$ cat config.mk
export PLATFORM = sky130hd
export DESIGN_NAME = md_unit
export DESIGN_NICKNAME = d
export VERILOG_FILES = /design/src/rtl/md_unit.sv
export SDC_FILE = /design/constraint.sdc
export NUM_CORES = 2
export LEC_CHECK = 0
export ABC_AREA = 1
export BUFFER_PORTS_ARGS = -buffer_cell sky130_fd_sc_hd__buf_2
export CAP_MARGIN = 15
export CORE_MARGIN = 2
export CORE_UTILIZATION = 40
export CTS_CLUSTER_SIZE = 10
export DETAILED_ROUTE_END_ITERATION = 7
export GPL_TIMING_DRIVEN = 0
export PLACE_DENSITY = 0.56
export SLEW_MARGIN = 20
export SYNTH_ARGS = -nofsm -noshare
export SYNTH_HDL_FRONTEND = slang
export SYNTH_SLANG_ARGS = --single-unit
$ cat constraint.sdc
create_clock -name clk -period 16.3 [get_ports clk]
set_input_delay 3.26 -clock clk [delete_from_list [all_inputs] [get_ports clk]]
set_output_delay 3.26 -clock clk [all_outputs]
set_load 0.1 [all_outputs]
$ cat src/rtl/md_unit.sv
// RV32M multiply/divide unit for the Execute stage: MUL and special divides take one busy cycle, normal DIV/REM take 32.
// Latency: start accepted at edge T gives done in cycle T+2 (MUL, divide-by-zero, signed overflow) or T+33 (DIV/REM).
// Backpressure: busy is high while computing so the hazard unit stalls F/D/E; start is ignored unless IDLE or DONE.
module md_unit (
    input  logic        clk,
    input  logic        reset,
    input  logic        start,
    input  logic [2:0]  funct3,
    input  logic [31:0] SrcAE,
    input  logic [31:0] SrcBE,
    input  logic [4:0]  RdE,
    input  logic        FlushE,
    output logic        busy,
    output logic        done,
    output logic [31:0] ResultMD,
    output logic [4:0]  RdMD
);

    typedef enum logic [1:0] {
        IDLE = 2'd0,
        MUL  = 2'd1,
        DIV  = 2'd2,
        DONE = 2'd3
    } state_t;

    state_t      state, state_nx;

    logic [2:0]  f3_q;
    logic [31:0] a_q;
    logic [31:0] b_q;
    logic [4:0]  rd_q;
    logic [4:0]  cnt;
    logic [63:0] prod;
    logic [32:0] rem;
    logic [31:0] quo;
    logic        dz_q;
    logic        ovf_q;

    // Acceptance and classification of the incoming request
    logic        accepting;
    logic        accept;
    logic        in_signed_div;
    logic        in_div_zero;
    logic        in_ovf;
    logic        in_go_div;
    logic [31:0] in_a_mag;

    assign accepting     = (state == IDLE) || (state == DONE);
    assign accept        = accepting && start && !FlushE;
    assign in_signed_div = ~funct3[0];
    assign in_div_zero   = (SrcBE == 32'd0);
    assign in_ovf        = in_signed_div && (SrcAE == 32'h8000_0000) && (SrcBE == 32'hFFFF_FFFF);
    assign in_go_div     = funct3[2] && !in_div_zero && !in_ovf;
    assign in_a_mag      = (in_signed_div && SrcAE[31]) ? (32'd0 - SrcAE) : SrcAE;

    // Multiplier operands sign-extended to 64 bits; low 64 bits of the product are exact
    logic        ma_sign;
    logic        mb_sign;
    logic [63:0] ma64;
    logic [63:0] mb64;
    logic [63:0] prod_in;

    assign ma_sign = (funct3[1:0] != 2'b11) & SrcAE[31];
    assign mb_sign = ~funct3[1] & SrcBE[31];
    assign ma64    = {{32{ma_sign}}, SrcAE};
    assign mb64    = {{32{mb_sign}}, SrcBE};
    assign prod_in = ma64 * mb64;

    // One restoring-division step on the magnitudes
    logic        q_signed;
    logic        is_rem;
    logic [31:0] b_mag;
    logic [33:0] shifted;
    logic [33:0] trial;
    logic [32:0] rem_nx;
    logic [31:0] quo_nx;
    logic        neg_q;
    logic        neg_r;
    logic [31:0] div_res;
    logic [31:0] mul_res;

    assign q_signed = ~f3_q[0];
    assign is_rem   = f3_q[1];
    assign b_mag    = (q_signed && b_q[31]) ? (32'd0 - b_q) : b_q;
    assign shifted  = {rem, quo[31]};
    assign trial    = shifted - {2'b00, b_mag};
    assign rem_nx   = trial[33] ? shifted[32:0] : trial[32:0];
    assign quo_nx   = {quo[30:0], ~trial[33]};
    assign neg_q    = q_signed & (a_q[31] ^ b_q[31]);
    assign neg_r    = q_signed & a_q[31];

    // Final signed fix-up, applied on the last iteration's values
    always_comb begin
        div_res = 32'd0;
        if (is_rem)
            div_res = neg_r ? (32'd0 - rem_nx[31:0]) : rem_nx[31:0];
        else
            div_res = neg_q ? (32'd0 - quo_nx) : quo_nx;
    end

    // Short-path result: products plus the two divide special cases
    always_comb begin
        mul_res = 32'd0;
        if (f3_q[2]) begin
            if (dz_q)
                mul_res = is_rem ? a_q : 32'hFFFF_FFFF;
            else if (ovf_q)
                mul_res = is_rem ? 32'd0 : 32'h8000_0000;
        end else if (f3_q[1:0] == 2'b00) begin
            mul_res = prod[31:0];
        end else begin
            mul_res = prod[63:32];
        end
    end

    // Next-state logic; flush beats start and always returns to IDLE
    always_comb begin
        state_nx = state;
        if (FlushE) begin
            state_nx = IDLE;
        end else begin
            case (state)
                IDLE, DONE: begin
                    if (start)
                        state_nx = in_go_div ? DIV : MUL;
                    else
                        state_nx = IDLE;
                end
                MUL:     state_nx = DONE;
                DIV:     state_nx = (cnt == 5'd31) ? DONE : DIV;
                default: state_nx = IDLE;
            endcase
        end
    end

    assign busy = (state == MUL) || (state == DIV);
    assign done = (state == DONE);

    // State register
    always_ff @(posedge clk) begin
        if (reset)
            state <= IDLE;
        else
            state <= state_nx;
    end

    // Operand capture on accept, one division step per DIV cycle
    always_ff @(posedge clk) begin
        if (reset) begin
            f3_q  <= 3'd0;
            a_q   <= 32'd0;
            b_q   <= 32'd0;
            rd_q  <= 5'd0;
            cnt   <= 5'd0;
            prod  <= 64'd0;
            rem   <= 33'd0;
            quo   <= 32'd0;
            dz_q  <= 1'b0;
            ovf_q <= 1'b0;
        end else if (accept) begin
            f3_q  <= funct3;
            a_q   <= SrcAE;
            b_q   <= SrcBE;
            rd_q  <= RdE;
            cnt   <= 5'd0;
            prod  <= prod_in;
            rem   <= 33'd0;
            quo   <= in_a_mag;
            dz_q  <= funct3[2] && in_div_zero;
            ovf_q <= funct3[2] && in_ovf;
        end else if ((state == DIV) && !FlushE) begin
            rem <= rem_nx;
            quo <= quo_nx;
            cnt <= cnt + 5'd1;
        end
    end

    // Result registers load only on the transition into DONE
    always_ff @(posedge clk) begin
        if (reset) begin
            ResultMD <= 32'd0;
            RdMD     <= 5'd0;
        end else if (!FlushE) begin
            if (state == MUL) begin
                ResultMD <= mul_res;
                RdMD     <= rd_q;
            end else if ((state == DIV) && (cnt == 5'd31)) begin
                ResultMD <= div_res;
                RdMD     <= rd_q;
            end
        end
    end

endmodule

==> After elaboration in Yosys (flattened, before gate mapping) <==
Index checks and enable logic that the tools add are counted.
{ "totals": {"ff_bits": 247, "input_bits": 76, "out_inout_bits": 39, "wordCells": 85} }
{ "classes": {"add_sub_neg": 6, "mul": 1, "eq_ne": 7, "muxes": 22, "bitwise": 10, "reduce_logical": 26} }
{ "op_table": {"columns": ["operator", "count"], "rows": [
  ["2-to-1 mux 32 bit", 15],
  ["subtractor 1 x 32 -> 32 bit (first input constant)", 4],
  ["equality test 32 bit (second input constant)", 2],
  ["multiplier 33 x 33 -> 64 bit", 1],
  ["subtractor 34 x 32 -> 34 bit", 1],
  ["2-to-1 mux 33 bit", 1],
  ["zero test 32 bit", 1],
  ["logical AND 1 bit", 12],
  ["2-to-1 mux 5 bit", 2],
  ["case mux 2 bit (3 select lines)", 1],
  ["OR reduction 2 bit", 3],
  ["adder 5 x 1 -> 5 bit (second input constant)", 1],
  ["equality test 5 bit (second input constant)", 1],
  ["NOT 1 bit", 5],
  ["AND 1 bit", 4],
  ["equality test 2 bit (second input constant)", 2],
  ["zero test 2 bit", 2],
  ["2-to-1 mux 2 bit", 2],
  ["nonzero test 2 bit", 2],
  ["zero test 1 bit", 3],
  ["equality test 2 x 1 -> 1 bit (second input constant)", 1],
  ["logical OR 1 bit", 2],
  ["!= test 2 bit (second input constant)", 1],
  ["AND reduction 2 bit", 1],
  ["2 further kinds", 2]
]} }

==> Depth between registers and ports, before layout <==
{ "depth": {"word_depth": 10, "mapped_depth": 45, "depth_no_buf": 43} }

==> Least setup slack after synthesis <==
OpenSTA, ideal clock, no wires.
{ "synth_timing": {"path_type": "input port to flip-flop", "startpoint": "input SrcAE[31]", "endpoint": "register prod[61]", "arrival_time_ps": 10921, "t_required_ps": 16191, "slack_ps": 5270, "path_stages": 36, "n_path_buf": 2, "path_cell_list": "clkbuf_1 inv_1 a21oi_1 clkinv_1 clkbuf_1 nor2_1 fa_1 inv_1 fa_1 inv_1 fa_1 inv_1 fa_1 inv_1 fa_1 fa_1 fa_1 inv_1 fa_1 inv_1 ha_1 nand2_1 inv_1 nand2_1 nor2_1 nand2_1 o2111ai_1 a21o_1 a21oi_1 inv_1 nand3_1 nand2_1 nand2_1 nand3_1 nand2_1 inv_1"} }
{ "synth_between": {"elab_chain_len": 2} }
{ "synth_rtl": {"columns": ["item", "line", "text"], "rows": [
  ["from (decl)", "9", "input logic [31:0] SrcAE,"],
  ["AND 1 bit", "63", "assign ma_sign = (funct3[1:0] != 2'b11) & SrcAE[31];"],
  ["multiplier 33 x 33 -> 64 bit *", "67", "assign prod_in = ma64 * mb64;"],
  ["to (signal assigned)", "166", "prod <= prod_in;"],
  ["to (decl)", "33", "logic [63:0] prod;"]
]} }
Mark *: on every way between the ends. The rest lies on a longest branch, timed or not.
A chain may end at the register's enable or synchronous reset.

==> Worst setup path after layout <==
Ends and elaborated chain as after synthesis.

==> results.sh <==
export IMPL_status="complete, no violations"
export IMPL_place_congestion=1.00
export IMPL_dieWidth_um=375
export IMPL_r2r_setup_slack_ns=8.34
export IMPL_setup_tns_ns=0
export IMPL_maxSlewViolCount=0
export IMPL_min_to="RdMD[2]"
export IMPL_vias=49500
export IMPL_worst_path_max_fanout=10
export IMPL_cts_root_buf="clkbuf_16"
export IMPL_dp_hpwl_um=199000
export IMPL_hold_start="rd_q[2]"
export IMPL_worst_path_most_repeated_cell="inv_1"
export IMPL_numCtsBuffers=30
export IMPL_drtIter0Drc=5112
export IMPL_cp_top_family="adder cells"
export IMPL_antenna_found_initial=17
export IMPL_synth_distinct_cells=64
export IMPL_synth_area_mm2=0.0550
export IMPL_grt_usage_pct=34.0
export IMPL_grt_overflow_total=0
export IMPL_place_area_mm2=0.0577
export IMPL_ant_nets=0
export IMPL_skew_ns=0.0120
export IMPL_drive_gt1_share_pct=3.38
export IMPL_ff_latch_area_mm2=0.00494
export IMPL_drt_total_wl_um=237000
export IMPL_yosys_most_used_dff="dfxtp_1"
export IMPL_start_util_pct=40.2
export IMPL_finalNonFillerCells=9222
export IMPL_cts_tree="yes"
export IMPL_rsz0062_at_grt="false"
export IMPL_cts_sinks=247
export IMPL_wire_per_inst_um=25.7
export IMPL_synth_warning_count=0
export IMPL_ys_ff_latch=247
export IMPL_syn2layout_area_growth_pct=6.40
export IMPL_cp_buffers_inverters=13
export IMPL_die_area_mm2=0.141
export IMPL_r2r_end="ResultMD[20]"
export IMPL_hold_viol=0
export IMPL_hold_buffers=0
export IMPL_yosysSeqAreaShare_pct=8.98
export IMPL_grt_pass1_vias=49900
export IMPL_grt_first_pass_wirelength_um=345000
export IMPL_max_stage_delay_ns=0.93
export IMPL_fmax_mhz=74.8
export IMPL_core_area_mm2=0.137
export IMPL_route_detailed_drc=0
export IMPL_end_kind="register"
export IMPL_cpMaxStageDelayCell="fa_1"
export IMPL_nFillCells=14400
export IMPL_fin_nets=8869
export IMPL_cp_arrival_ns=13.84
export IMPL_tightest_slew_ns=1.29
export IMPL_grt_max_degree=25
export IMPL_die_height_um=375
export IMPL_h_tree_depth=1
export IMPL_async_flop_share_pct=0
export IMPL_synth_edff_count=0
export IMPL_whs_path_depth=2
export IMPL_min_path_type="register to register"
export IMPL_worst_r2r_cell_count=43
export IMPL_startpoint_type="input port"
export IMPL_cp_required_ns=16.78
export IMPL_num_io_pins=115
export IMPL_fin_crit_sh_pct=82.0
export IMPL_worstSetupPathType="input port to register"
export IMPL_r2r_start="b_q[0]"
export IMPL_syn_area_per_cell_um2=7.52
export IMPL_fin_crit_ns=13.36
export IMPL_post_cts_setup_buffers=0
export IMPL_vias_per_cell=5.37
export IMPL_cts_resized=0
export IMPL_placementRows=136
export IMPL_slew_headroom_pct=14.3
export IMPL_placedCellCount=9176
export IMPL_synth_cells=7323
export IMPL_drt_pass1_iter_count=6
export IMPL_syn_nets=8778
export IMPL_multi_input_area_mm2=0.0415
export IMPL_path_clk_slew_ns=0.06
export IMPL_numPortBuffers=55
export IMPL_clock_latency_ns=0.58
export IMPL_cts_path_max_buffers=3
export IMPL_final_area_mm2=0.0586
export IMPL_maxCapViolCount=0
export IMPL_setup_violations_final=0
[worst min-delay path, cell delays in order (launching register included)]
cell and delay, ns:
dfxtp_1 0.30, inv_1 0.06, a21oi_1 0.05
[state kept, by name, indices dropped and copies added (netlist names)]
name	cells
state	2
ResultMD	32
RdMD	5
ovf_q	1
quo	32
a_q	32
b_q	32
prod	64
f3_q	3
rd_q	5
rem	33
cnt	5
dz_q	1
[metrics by stage]
step	util (%)	worst slack, ns	hold WS, ns
after floorplan	-	5.27	0.422
after global placement	42.0	1.72	0.437
after detailed placement	42.1	2.47	0.445
after CTS	42.7	3.04	0.454
after global routing	42.7	2.64	0.481
final	42.8	2.94	0.455
[cells in the mapped netlist (10+ instances only)]
cell         n  area (um^2)
xor2_1      65          569
a21oi_1    299         1500
buf_1       61          229
clkbuf_1   316         1190
inv_1     1888         7090
a31oi_1     51          319
dfxtp_1    247         4940
nor2_1     414         1550
nand2_1   1632         6130
o221ai_1    13          114
ha_1       253         3170
a21o_1      10         75.1
o211ai_1    39          293
xnor2_1     44          385
nand3_1    191          956
o21ai_1     22          110
nand4_1     37          231
nand2_2     36          225
o21bai_1    11         82.6
fa_1      1126        22500
nor4_1      24          150
nor3_1      51          255
o21ai_0    341         1710
o22ai_1     17          106
[cell families after synthesis]
| logic type | synth area share (%) |
|---|---|
| compound gates | 8.67 |
| flops | 8.98 |
| fa+ha+maj | 46.7 |
| simple gates | 18.2 |
| xor+xnor | 1.73 |
| buf+inv | 15.7 |
[layer usage]
metal	vias up	routed length (um)	GRT usage, %
met3	483	21700	6.59
met2	2352	105000	53.6
met1	24900	97300	45.8
li1	21700	-	-
met5	-	104	0
met4	14	12300	14.0
[cell type report]
| cell class | count | share of cell area, % |
|---|---|---|
| flip-flops and latches | 247 | 8.44 |
| repair buffers | 59 | 0.611 |
| clock inverters | 3 | 0.0363 |
| well taps | 1794 | 3.83 |
| clock buffers | 37 | 1.40 |
| plain buffers | 386 | 2.69 |
| inverters | 1900 | 12.2 |
| multi-input cells | 4790 | 70.8 |
| diodes | 6 | 0.0256 |
[placed cells by master, fill, tap and decap left out, drive strengths merged, types with 4 or more instances in the layout]
cell type	n
nand2	1673
a31oi	51
fa	1126
o2111ai	6
a21o	10
o21ai	372
xor2	65
a22o	5
nor3	55
o31ai	4
ha	253
a21oi	303
and3	8
inv	1897
o221ai	13
clkbuf	355
nor2	429
o22ai	17
nor4	24
xnor2	44
clkinv	5
nand4	40
nand3	196
diode	6
a211oi	6
o211ai	39
dfxtp	247
nor3b	4
buf	127
or2	7
o21bai	11
nand3b	7
[worst max path at each step]
stage / start / to / slack (ns) / cells past startpoint
floorplan: SrcAE[31] / prod[61] / 5.27 / 36
global placement: SrcAE[31] / prod[61] / 1.72 / 36
detailed placement: SrcAE[31] / prod[61] / 2.47 / 36
CTS: SrcAE[31] / prod[61] / 3.04 / 36
global route: SrcAE[31] / prod[61] / 2.64 / 36
finish: SrcAE[31] / prod[61] / 2.94 / 36
Power is left out: the tool's default activity adds up to more than one toggle a clock period on the data nets, which glitch-free logic cannot reach.
